## src/rtl/otp_seq_pkg.sv

```systemverilog
// Shared constants for the OTP input sequencer.
// State encoding, digit count and default timing values.
package otp_seq_pkg;

   localparam int DIGITS       = 4;
   localparam int DEF_DEBOUNCE = 500_000;
   localparam int DEF_SETTLE   = 16;
   localparam int DEF_CHECK    = 4;

   localparam logic [2:0] S_IDLE    = 3'd0;
   localparam logic [2:0] S_SPIN    = 3'd1;
   localparam logic [2:0] S_ISSUE   = 3'd2;
   localparam logic [2:0] S_COLLECT = 3'd3;
   localparam logic [2:0] S_CHECK   = 3'd4;
   localparam logic [2:0] S_DONE    = 3'd5;
   localparam logic [2:0] S_LOCK    = 3'd6;

   // Busy everywhere except waiting for a session or for digits.
   function automatic logic state_busy(input logic [2:0] s);
      return !((s == S_IDLE) || (s == S_COLLECT));
   endfunction

endpackage

```

## src/rtl/btn_debounce.sv

```systemverilog
// Two-flop synchronizer, counter debouncer and rising-edge pulse.
// press_o is one cycle wide on the cycle the debounced level rises.
module btn_debounce #(
   parameter int DEBOUNCE_CYCLES = 500_000
) (
   input  logic clk,
   input  logic rst_n,
   input  logic raw_i,
   output logic press_o
);

   localparam int CW = (DEBOUNCE_CYCLES > 1) ?
                       $clog2(DEBOUNCE_CYCLES) : 1;
   localparam logic [CW-1:0] CNT_LAST = CW'(DEBOUNCE_CYCLES - 1);

   logic          s1_q;
   logic          s2_q;
   logic          lvl_q;
   logic          lvl_d;
   logic          press_q;
   logic          press_d;
   logic [CW-1:0] cnt_q;
   logic [CW-1:0] cnt_d;

   // Level flips on the Nth consecutive disagreeing sample.
   always_comb begin
      lvl_d   = lvl_q;
      press_d = 1'b0;
      cnt_d   = '0;
      if (s2_q != lvl_q) begin
         if (cnt_q == CNT_LAST) begin
            lvl_d   = s2_q;
            press_d = s2_q;
         end else begin
            cnt_d = cnt_q + 1'b1;
         end
      end
   end

   // Synchronizer and debounce state.
   always_ff @(posedge clk or negedge rst_n) begin
      if (!rst_n) begin
         s1_q    <= 1'b0;
         s2_q    <= 1'b0;
         lvl_q   <= 1'b0;
         press_q <= 1'b0;
         cnt_q   <= '0;
      end else begin
         s1_q    <= raw_i;
         s2_q    <= s1_q;
         lvl_q   <= lvl_d;
         press_q <= press_d;
         cnt_q   <= cnt_d;
      end
   end

   assign press_o = press_q;

endmodule

```

## src/rtl/otp_input_sequencer.sv

```systemverilog
// Front-end sequencer feeding the OTP checker: LFSR spin, capture, digits.
// Optional GEN_BUTTON_EN: session start waits for a debounced generate press.
module otp_input_sequencer
   import otp_seq_pkg::*;
#(
   parameter int DEBOUNCE_CYCLES = DEF_DEBOUNCE,
   parameter int LFSR_SETTLE     = DEF_SETTLE,
   parameter int CHECK_CYCLES    = DEF_CHECK
) (
   input  logic        clk,
   input  logic        reset,
   input  logic        btn_enter_raw,
   input  logic        btn_gen_raw,
   input  logic [3:0]  sw_digit_raw,
   input  logic [15:0] lfsr_value,
   input  logic        unlock,
   input  logic        reset_sys,
   input  logic        expired,
   output logic        lfsr_step,
   output logic [15:0] lfsr_digit,
   output logic        lfsr_latch,
   output logic [3:0]  user_digit,
   output logic        user_latch,
   output logic [2:0]  digit_count,
   output logic        lockout,
   output logic        busy
);

   localparam int SW = $clog2(LFSR_SETTLE + 1);
   localparam int KW = $clog2(CHECK_CYCLES + 1);
   localparam logic [SW-1:0] SPIN_LAST = SW'(LFSR_SETTLE - 1);
   localparam logic [KW-1:0] CHK_LAST  = KW'(CHECK_CYCLES - 1);
   localparam logic [2:0]    CNT_LAST  = 3'(DIGITS - 1);

   logic          enter_press;
   logic          gen_press;
   logic [3:0]    sw_s1_q;
   logic [3:0]    sw_s2_q;

   logic [2:0]    state_q;
   logic [2:0]    state_d;
   logic [SW-1:0] spin_q;
   logic [SW-1:0] spin_d;
   logic [KW-1:0] chk_q;
   logic [KW-1:0] chk_d;
   logic [15:0]   otp_q;
   logic [15:0]   otp_d;
   logic [3:0]    udig_q;
   logic [3:0]    udig_d;
   logic          ulatch_q;
   logic          ulatch_d;
   logic [2:0]    cnt_q;
   logic [2:0]    cnt_d;

   btn_debounce #(
      .DEBOUNCE_CYCLES(DEBOUNCE_CYCLES)
   ) u_enter (
      .clk    (clk),
      .rst_n  (reset),
      .raw_i  (btn_enter_raw),
      .press_o(enter_press)
   );

`ifdef GEN_BUTTON_EN
   btn_debounce #(
      .DEBOUNCE_CYCLES(DEBOUNCE_CYCLES)
   ) u_gen (
      .clk    (clk),
      .rst_n  (reset),
      .raw_i  (btn_gen_raw),
      .press_o(gen_press)
   );
`else
   logic unused_gen;
   assign unused_gen = btn_gen_raw;
   assign gen_press  = 1'b1;
`endif

   // Digit switches are only synchronized; the press picks the value.
   always_ff @(posedge clk or negedge reset) begin
      if (!reset) begin
         sw_s1_q <= 4'h0;
         sw_s2_q <= 4'h0;
      end else begin
         sw_s1_q <= sw_digit_raw;
         sw_s2_q <= sw_s1_q;
      end
   end

   // Session FSM: spin, capture, collect digits, then judge the attempt.
   always_comb begin
      state_d  = state_q;
      spin_d   = spin_q;
      chk_d    = chk_q;
      otp_d    = otp_q;
      udig_d   = udig_q;
      ulatch_d = 1'b0;
      cnt_d    = cnt_q;
      case (state_q)
         S_IDLE: begin
            spin_d = '0;
            if (gen_press) begin
               state_d = S_SPIN;
            end
         end
         S_SPIN: begin
            if (spin_q == SPIN_LAST) begin
               state_d = S_ISSUE;
               otp_d   = lfsr_value;
               cnt_d   = 3'd0;
            end else begin
               spin_d = spin_q + 1'b1;
            end
         end
         S_ISSUE: begin
            state_d = S_COLLECT;
         end
         S_COLLECT: begin
            if (expired) begin
               state_d = S_LOCK;
            end else if (enter_press) begin
               udig_d   = sw_s2_q;
               ulatch_d = 1'b1;
               cnt_d    = cnt_q + 3'd1;
               if (cnt_q == CNT_LAST) begin
                  state_d = S_CHECK;
                  chk_d   = '0;
               end
            end
         end
         S_CHECK: begin
            if (expired) begin
               state_d = S_LOCK;
            end else if (chk_q == CHK_LAST) begin
               if (unlock) begin
                  state_d = S_DONE;
               end else if (reset_sys) begin
                  state_d = S_LOCK;
               end else begin
                  state_d = S_COLLECT;
                  cnt_d   = 3'd0;
               end
            end else begin
               chk_d = chk_q + 1'b1;
            end
         end
         S_DONE: begin
            if (!unlock) begin
               state_d = S_IDLE;
            end
         end
         S_LOCK: begin
            if (!reset_sys && !expired) begin
               state_d = S_IDLE;
            end
         end
         default: begin
            state_d = S_IDLE;
         end
      endcase
   end

   // FSM and datapath registers.
   always_ff @(posedge clk or negedge reset) begin
      if (!reset) begin
         state_q  <= S_IDLE;
         spin_q   <= '0;
         chk_q    <= '0;
         otp_q    <= 16'h0000;
         udig_q   <= 4'h0;
         ulatch_q <= 1'b0;
         cnt_q    <= 3'd0;
      end else begin
         state_q  <= state_d;
         spin_q   <= spin_d;
         chk_q    <= chk_d;
         otp_q    <= otp_d;
         udig_q   <= udig_d;
         ulatch_q <= ulatch_d;
         cnt_q    <= cnt_d;
      end
   end

   assign lfsr_step   = (state_q == S_SPIN);
   assign lfsr_latch  = (state_q == S_ISSUE);
   assign lockout     = (state_q == S_LOCK);
   assign busy        = state_busy(state_q);
   assign lfsr_digit  = otp_q;
   assign user_digit  = udig_q;
   assign user_latch  = ulatch_q;
   assign digit_count = cnt_q;

endmodule

```

## config.mk

```make
export PLATFORM = sky130hd
export DESIGN_NAME = otp_input_sequencer
export DESIGN_NICKNAME = d
export VERILOG_FILES = /design/src/rtl/otp_seq_pkg.sv /design/src/rtl/btn_debounce.sv /design/src/rtl/otp_input_sequencer.sv
export SDC_FILE = /design/constraint.sdc
export NUM_CORES = 1
export LEC_CHECK = 0
export CAP_MARGIN = 5
export CORE_ASPECT_RATIO = 1.25
export CORE_UTILIZATION = 38
export DETAILED_ROUTE_END_ITERATION = 10
export PLACE_DENSITY_LB_ADDON = 0.12
export SYNTH_ARGS = -nofsm -noshare
export SYNTH_HDL_FRONTEND = slang
export SYNTH_HIERARCHICAL = 1
export SYNTH_SLANG_ARGS = --single-unit
```

## constraint.sdc

```tcl
create_clock -name clk -period 2.45 [get_ports clk]
set_input_delay 0.3675 -clock clk [delete_from_list [all_inputs] [get_ports clk]]
set_output_delay 0.3675 -clock clk [all_outputs]
set_load 0.02 [all_outputs]
```

==> metrics.txt <==
CP endpoint kind=output port; IO buf count=53; P_int=between 2 and 2.5 mW; Yosys reg bits=66; Syn-to-layout area delta=28.8%; DP Cell Count=408; Critical Path Source Type=register; Cells after Synth=266; GPL Wtd Cong=0.807; Setup WS pre-CTS=a little over 300 ps; vias=between 2000 and 2500; share of power burned in registers=0.421; antenna cells=0; first-pass GRT wire length=9720 µm; Post-CTS Repair Setup Buffers=0; Die Span X=roughly 82 µm; Hold Crit Class=reg -> reg; Area after DPL=between 0.003 and 0.004 mm²; die height=around 100 µm; Rel. slew slack=0.627; FILL cells=approximately 700; Syn Area/Cell=11.5 µm²; clock buffer depth=2; Routed WL=~5600 µm; multi-input logic area=0.00131 mm²; Crit-path slowest cell=clkdlybuf4s50_1; core area=a little under 0.008 mm²; final setup fails=0; status=complete, no violations; Rows=36; Comb power frac=0.242; grt ovf=0; CTS tree=done; post-synthesis cell type with the largest combined area=dfrtp_1; routed len/inst=roughly 13 µm; clock transition at the registers of the reported paths=70 ps; Distinct cells, synth=53; Initial DRC Count=78; sequential share of the synthesized area=0.538; Final WS setup=186 ps; Slew @ Worst Pin=554 ps; CP arrival=approximately 1900 ps; ys async rst share=1.00; drc violations=0; r2r setup slk=about 400 ps; DP HPWL=3960 µm; CP Buf/Inv Count=1; RSZ-0062 raised after global routing=false; most numerous cell in the Yosys netlist=dfrtp_1; Tmin final=2260 ps; CP Cell Sequence=nand2b_1 > nor2_1 > clkdlybuf4s50_1; Peak VDD IR=around 420 µV; fin area=just under 0.004 mm²; pin count of the biggest net entering global routing=28; Crit Path Max Fanout=17; clock sinks=66; number of I/O pins=55; Nets=between 300 and 400; CTS Root Buffer Type=clkbuf_8; vias in the first global route=between 2000 and 2500; mapped cell area=0.00307 mm²; clock latency on the worst-skew pair=roughly 330 ps; setup_tns=0 ps; Net Sw Frac=0.296; prevailing post-synth register cell=dfrtp_1; worst r2r dst=digit_count[1]$_DFFE_PN0P_; Reg area=~0.0017 mm²; Worst Path Required=between 2000 and 2500 ps; GRT Util Overall=0.152; Final ANT Viol Nets=0; crit-path max cell delay=between 600 and 700 ps; crit path kind=reg -> out; Synth area leaders=dfrtp_1 (54%), mux2_2 (8.8%), xnor2_1 (3.4%); initial antenna violation count=0; Hold EP=sw_s2_q[2]$_DFF_PN0_; Power Dens Cells=826 mW/mm²; Max-Cap Viols=0; drt pass-1 iters=4; share of cells above drive strength 1=0.182; Non-Filler Instances=between 400 and 500; Synth top area share=0.538; syn nets=300; Max Clock Skew=10.6 ps; Post-synth EDFFs=0; hold path startpoint=sw_s1_q[2]$_DFF_PN0_; die area=0.00844 mm²; vias per inst=5.07; final hold violations=0; Ys Warns=6; CP delay by family, top=buffers and inverters; max-slew violations=0; Lkg Pwr=between 1.5 and 2 nW; Worst R2R Path Depth=6; clock power share=0.337; Hold Path Cell Cnt=0; CTS Buf Count=9; f_max=0.442 GHz; H-tree Lvls=3; Net Switching=0.966 mW; Final period util=0.924; initial core utilization=0.394; RR Startpoint=spin_q[0]$_DFFE_PN0P_; commonest cells in the netlist=dfrtp_1 (66), mux2_2 (24), nor2_1 (23)
-- timing repair --
item                                    in CTS  in global routing
endpoints found under the hold margin       12                  0
hold buffers                                 1                  0
gates resized for setup                      0                  2
endpoints found under the setup margin       0                  2
-- registers in the layout (all words and copies together), names as in the netlist --
register	flops
state_q	3
spin_q	5
u_enter/cnt_q	19
u_enter/s1_q	1
user_digit	4
digit_count	3
chk_q	3
u_enter/lvl_q	1
lfsr_digit	16
u_enter/press_o	1
sw_s1_q	4
u_enter/s2_q	1
user_latch	1
sw_s2_q	4
-- how the worst max path moves through the flow --
stage | startpoint | to | slack [ps] | depth (start not counted)
floorplan | spin_q[0]$_DFFE_PN0P_ | digit_count[1]$_DFFE_PN0P_ | 360 | 7
global placement | expired | state_q[0]$_DFFE_PN0P_ | 330 | 5
detailed placement | expired | state_q[0]$_DFFE_PN0P_ | 310 | 5
CTS | state_q[0]$_DFFE_PN0P_ | lfsr_step | 90 | 3
global route | state_q[2]$_DFFE_PN0P_ | lfsr_step | 50 | 3
finish | state_q[2]$_DFFE_PN0P_ | lfsr_step | 190 | 3
-- worst reg2reg max path, stage by stage (launching register included) --
cell and delay [ps]:
dfrtp_1 420, ha_1 220, and3_1 150, ha_1 200, a221o_1 380, a32o_1 260
mux2_4 300
-- cell usage in the layout, fill, tap and decap left out, types with 2 or more instances in the layout --
cell type	count
a22o_1	7
clkinv_4	2
dfrtp_2	2
and3_1	3
clkbuf_8	9
and4_1	2
and2_1	3
bufinv_16	3
o21ai_0	9
dfrtp_1	64
mux2_2	24
clkdlybuf4s50_1	52
nor4b_1	3
a21oi_1	2
or3_1	2
xnor2_1	12
nand2_1	14
nand4b_1	2
nor2_1	23
buf_4	5
xor2_1	4
inv_1	14
nor3_1	9
nand4_1	9
ha_1	7
nor2b_4	2
nor4_1	4
a32o_1	2
nand3_1	7
-- per-layer routing --
| layer | GRT usage | share of wire |
|---|---|---|
| met2 | 0.238 | 0.48 |
| met1 | 0.196 | 0.46 |
| met5 | 0 | 0 |
| met3 | 0.0438 | 0.046 |
| met4 | 0.0607 | 0.010 |
-- metrics by stage --
| step | hold WS (ps) | power (mW) | utilization |
|---|---|---|---|
| after CTS | 351 | 3.30 | 0.507 |
| after floorplan | 71.9 | 1.90 | - |
| after global placement | 278 | 2.18 | 0.474 |
| after detailed placement | 281 | 2.19 | 0.474 |
| final | 349 | 3.27 | 0.507 |
| after global routing | 354 | 3.47 | 0.507 |
-- cell families after synthesis --
group,count (synthesis),share of synthesized area
flops,66,0.538
simple gates,93,0.173
mux,26,0.0962
compound gates,32,0.0824
buf+inv,26,0.0359
fa+ha+maj,7,0.0285
xor+xnor,16,0.0457
-- layout make-up --
type | instances | share of cell area
Clock buffer | 10 | 0.0323
Clock inverter | 6 | 0.0291
Inverter | 15 | 0.0142
Multi-Input combinational cell | 174 | 0.331
Sequential cell | 66 | 0.419
Tap cell | 95 | 0.0301
Timing Repair Buffer | 59 | 0.145
-- power by group through the flow --
stage | sequential [mW] | clock (mW) | combinational (mW)
CTS | 1.37 | 1.13 | 0.799
detailed placement | 1.39 | 0 | 0.794
global route | 1.41 | 1.17 | 0.882
finish | 1.38 | 1.10 | 0.789
global placement | 1.39 | 0 | 0.784
floorplan | 1.33 | 0 | 0.576
No activity file was read; power rests on OpenSTA's default activity.
